`config.mk`:
```
export PLATFORM = sky130hd
export DESIGN_NAME = axis_packet_arbiter
export DESIGN_NICKNAME = d
export VERILOG_FILES = /design/src/rtl/axis_packet_arbiter.sv
export SDC_FILE = /design/constraint.sdc
export NUM_CORES = 1
export LEC_CHECK = 0
export BUFFER_PORTS_ARGS = -buffer_cell sky130_fd_sc_hd__clkbuf_2
export CAP_MARGIN = 20
export CORE_UTILIZATION = 30
export CTS_CLUSTER_SIZE = 14
export DETAILED_ROUTE_END_ITERATION = 6
export HOLD_SLACK_MARGIN = 0.03
export SLEW_MARGIN = 30
export SYNTH_ARGS = -nofsm -noshare
export SYNTH_HDL_FRONTEND = slang
export SYNTH_SLANG_ARGS = --single-unit
```
`constraint.sdc`:
```
create_clock -name clk -period 5.7 [get_ports clk]
set_clock_uncertainty 0.1 [all_clocks]
set_input_delay 0.57 -clock clk [delete_from_list [all_inputs] [get_ports clk]]
set_output_delay 0.57 -clock clk [all_outputs]
set_load 0.05 [all_outputs]
```
`src/rtl/axis_packet_arbiter.sv`:
```
// Packet-granular round-robin merge of INPUT_NUMBER AXI-Stream sources into one
// output channel; a grant is held from routing header to TLAST, output is skid-buffered.
module axis_packet_arbiter #(
    parameter int DATA_WIDTH         = 32,
    parameter int ID_WIDTH           = 4,
    parameter int DEST_WIDTH         = 4,
    parameter int USER_WIDTH         = 4,
    parameter int INPUT_NUMBER       = 5,
    parameter int INPUT_NUMBER_WIDTH = (INPUT_NUMBER > 1) ? $clog2(INPUT_NUMBER) : 1,
    parameter logic [ID_WIDTH-1:0] ROUTING_HEADER = '1
) (
    input  logic                                         clk,
    input  logic                                         rst_n,
    input  logic [INPUT_NUMBER-1:0]                      in_tvalid_i,
    output logic [INPUT_NUMBER-1:0]                      in_tready_o,
    input  logic [INPUT_NUMBER-1:0][DATA_WIDTH-1:0]      in_tdata_i,
    input  logic [INPUT_NUMBER-1:0][DATA_WIDTH/8-1:0]    in_tstrb_i,
    input  logic [INPUT_NUMBER-1:0][DATA_WIDTH/8-1:0]    in_tkeep_i,
    input  logic [INPUT_NUMBER-1:0]                      in_tlast_i,
    input  logic [INPUT_NUMBER-1:0][ID_WIDTH-1:0]        in_tid_i,
    input  logic [INPUT_NUMBER-1:0][DEST_WIDTH-1:0]      in_tdest_i,
    input  logic [INPUT_NUMBER-1:0][USER_WIDTH-1:0]      in_tuser_i,
    output logic                                         out_tvalid_o,
    input  logic                                         out_tready_i,
    output logic [DATA_WIDTH-1:0]                        out_tdata_o,
    output logic [DATA_WIDTH/8-1:0]                      out_tstrb_o,
    output logic [DATA_WIDTH/8-1:0]                      out_tkeep_o,
    output logic                                         out_tlast_o,
    output logic [ID_WIDTH-1:0]                          out_tid_o,
    output logic [DEST_WIDTH-1:0]                        out_tdest_o,
    output logic [USER_WIDTH-1:0]                        out_tuser_o,
    output logic [INPUT_NUMBER_WIDTH-1:0]                current_grant_o,
    output logic                                         grant_active_o
);

    localparam int STRB_WIDTH = DATA_WIDTH / 8;
    localparam logic [INPUT_NUMBER_WIDTH-1:0] LAST_IDX = INPUT_NUMBER_WIDTH'(INPUT_NUMBER - 1);

    typedef enum logic {IDLE, LOCKED} state_e;

    typedef struct packed {
        logic [DATA_WIDTH-1:0] data;
        logic [STRB_WIDTH-1:0] strb;
        logic [STRB_WIDTH-1:0] keep;
        logic                  last;
        logic [ID_WIDTH-1:0]   id;
        logic [DEST_WIDTH-1:0] dest;
        logic [USER_WIDTH-1:0] user;
    } beat_t;

    state_e                        state_q, state_d;
    logic [INPUT_NUMBER_WIDTH-1:0] grant_q, grant_d;
    logic [INPUT_NUMBER_WIDTH-1:0] rr_ptr_q, rr_ptr_d;

    logic [INPUT_NUMBER-1:0]       req;
    logic [INPUT_NUMBER_WIDTH-1:0] winner;
    logic                          found;
    beat_t                         sel_beat;
    logic                          can_accept;
    logic                          push;
    logic                          pop;

    beat_t                         mem_q [2];
    logic                          wr_ptr_q;
    logic                          rd_ptr_q;
    logic [1:0]                    count_q;
    beat_t                         head;

    always_comb begin
        for (int i = 0; i < INPUT_NUMBER; i++) begin
            req[i] = in_tvalid_i[i] && (in_tid_i[i] == ROUTING_HEADER);
        end
    end

    // Scan starts at rr_ptr and wraps, so the first hit is the round-robin winner.
    always_comb begin
        int unsigned idx;
        // NOTE: every variable written here gets a default first, otherwise an incomplete path infers a latch.
        winner = '0;
        found  = 1'b0;
        idx    = 0;
        for (int k = 0; k < INPUT_NUMBER; k++) begin
            idx = int'(rr_ptr_q) + k;
            if (idx >= INPUT_NUMBER) idx = idx - INPUT_NUMBER;
            if (!found && req[idx]) begin
                found  = 1'b1;
                winner = INPUT_NUMBER_WIDTH'(idx);
            end
        end
    end

    always_comb begin
        sel_beat.data = in_tdata_i[grant_q];
        sel_beat.strb = in_tstrb_i[grant_q];
        sel_beat.keep = in_tkeep_i[grant_q];
        sel_beat.last = in_tlast_i[grant_q];
        sel_beat.id   = in_tid_i[grant_q];
        sel_beat.dest = in_tdest_i[grant_q];
        sel_beat.user = in_tuser_i[grant_q];
    end

    assign can_accept = (state_q == LOCKED) && (count_q != 2'd2);
    assign push       = can_accept && in_tvalid_i[grant_q];
    assign pop        = (count_q != 2'd0) && out_tready_i;

    always_ff @(posedge clk or negedge rst_n) begin
        if (!rst_n) begin
            state_q  <= IDLE;
            grant_q  <= '0;
            rr_ptr_q <= '0;
        end else begin
            // NOTE: sequential state uses non-blocking assignments so every flop samples pre-edge values.
            state_q  <= state_d;
            grant_q  <= grant_d;
            rr_ptr_q <= rr_ptr_d;
        end
    end

    always_comb begin
        state_d  = state_q;
        grant_d  = grant_q;
        rr_ptr_d = rr_ptr_q;
        case (state_q)
            IDLE: begin
                if (found) begin
                    state_d = LOCKED;
                    grant_d = winner;
                end
            end
            LOCKED: begin
                if (push && sel_beat.last) begin
                    state_d  = IDLE;
                    rr_ptr_d = (grant_q == LAST_IDX) ? '0 : grant_q + 1'b1;
                end
            end
            default: state_d = IDLE;
        endcase
    end

    always_comb begin
        in_tready_o = '0;
        if (can_accept) in_tready_o[grant_q] = 1'b1;
        grant_active_o  = (state_q == LOCKED);
        current_grant_o = grant_q;
    end

    // Two-entry skid FIFO: the input side only looks at the local count, never at out_tready_i.
    always_ff @(posedge clk or negedge rst_n) begin
        if (!rst_n) begin
            // NOTE: the two entries are reset because they drive the output payload directly.
            mem_q[0] <= '0;
            mem_q[1] <= '0;
            wr_ptr_q <= 1'b0;
            rd_ptr_q <= 1'b0;
            count_q  <= 2'd0;
        end else begin
            if (push) mem_q[wr_ptr_q] <= sel_beat;
            wr_ptr_q <= wr_ptr_q ^ push;
            rd_ptr_q <= rd_ptr_q ^ pop;
            case ({push, pop})
                2'b10:   count_q <= count_q + 2'd1;
                2'b01:   count_q <= count_q - 2'd1;
                default: count_q <= count_q;
            endcase
        end
    end

    assign head         = mem_q[rd_ptr_q];
    assign out_tvalid_o = (count_q != 2'd0);
    assign out_tdata_o  = head.data;
    assign out_tstrb_o  = head.strb;
    assign out_tkeep_o  = head.keep;
    assign out_tlast_o  = head.last;
    assign out_tid_o    = head.id;
    assign out_tdest_o  = head.dest;
    assign out_tuser_o  = head.user;

endmodule

```
# == Word-level counts from Yosys, hierarchy flattened ==
# Cells that the tools add are included.
# word_totals
regBits,117
inputBits,273
out_inout_bits,63
word_cells,139
# classes
n_addsub,12
magnitude_cmp,15
eq_ne,9
mux,55
n_bitwise,5
n_reduce_logical,23
# ops
op,n
53-bit two-way mux,4
32-bit two-way mux,6
32-bit by 4-bit less-than comparator with 1-bit output (second input constant),5
106-bit bitwise mux,1
32-bit binary-select mux with 3-bit select,1
4-bit binary-select mux with 3-bit select,5
53-bit demux with 1-bit select,1
1-bit binary-select mux with 3-bit select,7
4-bit == test (second input constant),5
4-bit two-way mux,5
4-bit by 3-bit subtractor with 5-bit output (second input constant),4
3-bit two-way mux,6
4-bit by 3-bit >= comparator with 1-bit output (second input constant),4
1-bit logical AND,15
1-bit two-way mux,15
3-bit by 2-bit adder with 4-bit output (second input constant),2
5-bit two-way mux,1
3-bit by 1-bit adder with 4-bit output (second input constant),1
3-bit by 3-bit adder with 4-bit output (second input constant),1
2-bit >= comparator (second input constant),2
1-bit zero test,4
3-bit by 4-bit less-than comparator with 1-bit output (second input constant),1
1-bit inverter with 2-bit output,2
2-bit case mux with 2 select lines,1
other kinds (17),20

# == Longest topological paths before layout ==
# logic_depth
word_depth,19
mapped_depth,14
mapped_depth_nobuf,12

# == Least setup slack after synthesis ==
# OpenSTA, ideal clock, no wires.
# synth_path
path_type,register to output
startpoint,"register grant_q[0], in the netlist current_grant_o[0]"
endpoint,output port in_tready_o[0]
arrival_ns,2.974
required_time_ns,5.030
setup_slack_ns,2.056
stages_incl_launch_ff,6
path_buffers,4
cell_sequence,dfrtp_1 -> buf_2 -> buf_2 -> buf_2 -> buf_2 -> nor4_1
# synth_between
elab_chain_len,5
elab_cells_between_ends,6
classes_between,2 x order compare; 3 x mux; 1 x reduce/logical
# synth_rtl
element,line_no,text
start: declaration,52,"logic [INPUT_NUMBER_WIDTH-1:0] grant_q, grant_d;"
start signal: assignment,114,grant_q <= grant_d;
3-bit by 4-bit less-than comparator with 1-bit output (implied by the code) / 3-bit by 1-bit >= comparator with 1-bit output (equally long branches),142,if (can_accept) in_tready_o[grant_q] = 1'b1;
1-bit logical AND (implied by the code),142,
1-bit two-way mux (implied by the code),142,
1-bit demux with 3-bit select *,142,
5-bit two-way mux *,142,
end: declaration,15,"output logic [INPUT_NUMBER-1:0] in_tready_o,"
# Every way passes the cells marked *; elsewhere a longest branch is shown, timed or not.

# == Final worst setup path ==
# layout_path
startpoint,register rr_ptr_q[1]
endpoint,"register grant_q[2], in the netlist current_grant_o[2]"
# layout_between
elab_chain_len,18
elab_cells_between_ends,48
classes_between,9 x add/sub; 5 x order compare; 25 x mux; 9 x reduce/logical
# layout_rtl
element,line_no,text
start: declaration,53,"logic [INPUT_NUMBER_WIDTH-1:0] rr_ptr_q, rr_ptr_d;"
start signal: assignment,115,rr_ptr_q <= rr_ptr_d;
branches (longest 18 deep; another with 4-bit by 3-bit subtractor with 5-bit output),--,
# Several ways; the timed one is not identified. The select of a mux whose other input is x is not followed.
# A chain may end at the register's enable or synchronous reset.

==> metrics <==
status finished, violations left; failing checks design-rule violations; combinational power share 63.4%; Syn Area/Cell 9.60 um^2; CTS Buf Count 17; CTS H-tree lvls 4; CP max-delay cell dfrtp_1; worst-skew pair later-pin latency 0.41 ns; hold crit path type input port to asynchronous set/reset pin; first-pass GRT wire length 40.3 mm; final cell area excluding filler cells between 10000 and 15000 um^2; Cell Pwr Density between 600 and 700 nW/um^2; critical path cell sequence inv_1 -> ha_1 -> or2_2 -> o211ai_1 -> nor2_1 -> a211oi_2 -> o211ai_4 -> nor2_2 -> a21oi_1 -> o221a_2; first-pass iteration count of the detailed router 7; FF+latch count, synth 117; Setup Crit Path Kind flip-flop to flip-flop; final wirelength 25.9 mm; required time worst endpoint about 5.9 ns; Die X 166 um; number of hold violations in the final report 0; clock sinks 117; Cell Area, Placed 10000 um^2; setup TNS 0 ns; cell row count 59; Top Ports 336; GRT overflow 0; most common cell after layout, fill and taps aside clkbuf_2; Max Fclk 263 MHz; cts hold-fix bufs 0; vias per inst slightly above 5; sequential area share after synthesis 36.1%; Crit Path Max Fanout 18; Sw Pwr 0.00372 W; Reg clk slew, reported paths 0.06 ns; post-synth net total 1135; CP max stage delay 0.62 ns; VDD IR max about 0.00024 V; Async S/R FF share, synth 100%; vias in the first global route between 7000 and 8000; max-slew violation count 0; Post-synth EDFFs 0; CTS tree built; grt met3 use 4.19%; Min Clock Period, post-route ~3.8 ns; Setup Buffers After CTS 0; Die H between 150 and 200 um; HPWL Detailed 18.8 mm; Reg2Reg Depth 10; Cell Int Power 0.00361 W; DRT iter0 DRCs 384; antenna viol nets, final 0; Slew HR 42.8%; largest net degree at the start of global routing 70; Top Usage Layer GRT met2; Starting Density between 30 and 40%; routing usage on met2 33.2%; warning count from the yosys run 0; max-cap check violation count 0; Final period util roughly two thirds; register share of total power 21.4%; layout cells sized above 1 43.4%; CORE AREA between 20000 and 30000 um^2; startpoint types flip-flop; Cell Area, Synth 8110 um^2; post-CTS sizing 0; Worst Path Arrival 4.00 ns; Clock Path Buffers 2; initial antenna violation count 2; slew of the pin with the lowest slew margin 0.858 ns; drt drc 23; P&R area growth vs syn 31.3%; die area between 20000 and 30000 um^2; PortBufs 335; Setup Viol. Count Final 0; Gate Count Post-Synth roughly 840; Setup crit end kind flip-flop; Routability Congestion a little under 0.9; RSZ-0062 raised after global routing false; routed len/inst 17.4 um; Static Leakage 4.87 nW; Antenna Cells 0; total number of vias about 7600; Root Buffer clkbuf_16; most frequent cells in the layout clkbuf_2 (334), a21oi_1 (172), nor2_1 (132); Clk pwr share 15.2%; met1 Use GR between 20% and 30%; Switching Fraction 50.7%; GRT Total Usage 18.7%; fin nets 1430; commonest register cell after synthesis dfrtp_1; post-synth cell types 65
==> stage by stage <==
stage                     util, %  total power, W  instances  hold slack (ns)  worst slack, ns
after global placement       38.1         0.00621       1455            0.402             1.66
after global routing         40.5         0.00788       1487            0.139             1.60
after floorplan                 -         0.00517        844            0.174             2.06
after detailed placement     38.2         0.00627       1455            0.413             1.58
after CTS                    40.5         0.00742       1487            0.106             1.57
final                        40.5         0.00733       1487           0.0963             1.89
==> kinds of logic (layout without fill, tap and decap cells) <==
group	Yosys count	in the layout	synth area share, %
AOI/OAI and AO/OA	251	251	18.8
DFF	117	117	36.1
xor gates and xnor gates	7	7	0.756
buffers and inverters	78	386	3.83
and+or+nand+nor	249	249	14.8
muxes	124	124	23.0
adders and majority gates	18	18	2.78
==> worst max-delay path: cells and delay by family, from the launching register on <==
family / cells / cell delay [ns]
compound gates: 5 / 1.31
fa+ha+maj: 1 / 0.58
buf+inv: 1 / 0.31
flops: 1 / 0.62
simple gates: 3 / 0.76
==> sequential cells by signal, summed over array words and instances, names as in the netlist <==
register and flops:
grant_active_o 1, wr_ptr_q 1, current_grant_o 3, rd_ptr_q 1, count_q 2, mem_q 106, rr_ptr_q 3
==> final timing paths <==
check	start	endpoint	slack [ns]
max	rr_ptr_q[1]$_DFFE_PN0P_	current_grant_o[2]$_DFFE_PN0P_	1.89
min	rst_n	mem_q[88]$_DFFE_PN0P_	0.1
max reg2reg	rr_ptr_q[1]$_DFFE_PN0P_	current_grant_o[2]$_DFFE_PN0P_	1.89
min reg2reg	mem_q[30]$_DFFE_PN0P_	mem_q[30]$_DFFE_PN0P_	0.42
max in group asynchronous	rst_n	rr_ptr_q[0]$_DFFE_PN0P_	4.06
min in group clk	in_tdest_i[17]	mem_q[5]$_DFFE_PN0P_	0.38
==> cells in the mapped netlist, types with 2 or more instances <==
master	instances	share of area [%]
and3_1	4	0.31
a211oi_1	3	0.28
a221oi_1	2	0.22
clkbuf_1	45	2.1
nor4_1	2	0.15
xor2_1	2	0.22
nor3_1	3	0.19
a22oi_1	11	1.0
ha_1	18	2.8
mux4_2	44	12
dfrtp_1	117	36
o21a_1	4	0.37
o21ai_0	14	0.86
or4_1	2	0.19
or2_2	5	0.39
nand2_1	17	0.79
mux2_2	55	7.6
xnor2_1	5	0.54
a21o_1	4	0.37
mux2i_1	25	3.1
o31a_1	2	0.22
or3_1	4	0.31
nand3b_1	3	0.28
o22a_1	10	1.1
and2_1	7	0.54
nand2b_1	5	0.39
inv_1	11	0.51
o22ai_1	3	0.23
nand3_1	7	0.43
buf_2	11	0.68
a211oi_2	2	0.31
nor2b_1	51	3.9
o211ai_1	2	0.19
nor2_1	132	6.1
a21oi_1	172	11
buf_1	9	0.42
o31ai_1	3	0.28
==> per-layer routing <==
layer	vias to the layer above	part of all wire [%]
met4	2	0.80
met3	12	5.4
met1	3668	43
met2	250	50
li1	3678	-
met5	-	0.050
==> layout make-up <==
| type | instances | area (um^2) |
|---|---|---|
| fillers | 2672 | 15600 |
| multi-input cells | 649 | 4900 |
| flip-flops and latches | 117 | 2940 |
| repair buffers | 342 | 1730 |
| clock buffers | 18 | 439 |
| well taps | 335 | 419 |
| clock inverters | 14 | 175 |
| inverters | 12 | 45.0 |
==> power by group through the flow <==
| stage | registers [W] | clock network (W) | logic, W |
|---|---|---|---|
| floorplan | 0.00149 | 0 | 0.00368 |
| detailed placement | 0.00158 | 0 | 0.00469 |
| CTS | 0.00157 | 0.00115 | 0.00470 |
| finish | 0.00157 | 0.00111 | 0.00465 |
| global placement | 0.00157 | 0 | 0.00464 |
| global route | 0.00164 | 0.00118 | 0.00507 |
(Power assumes the default switching activity.)
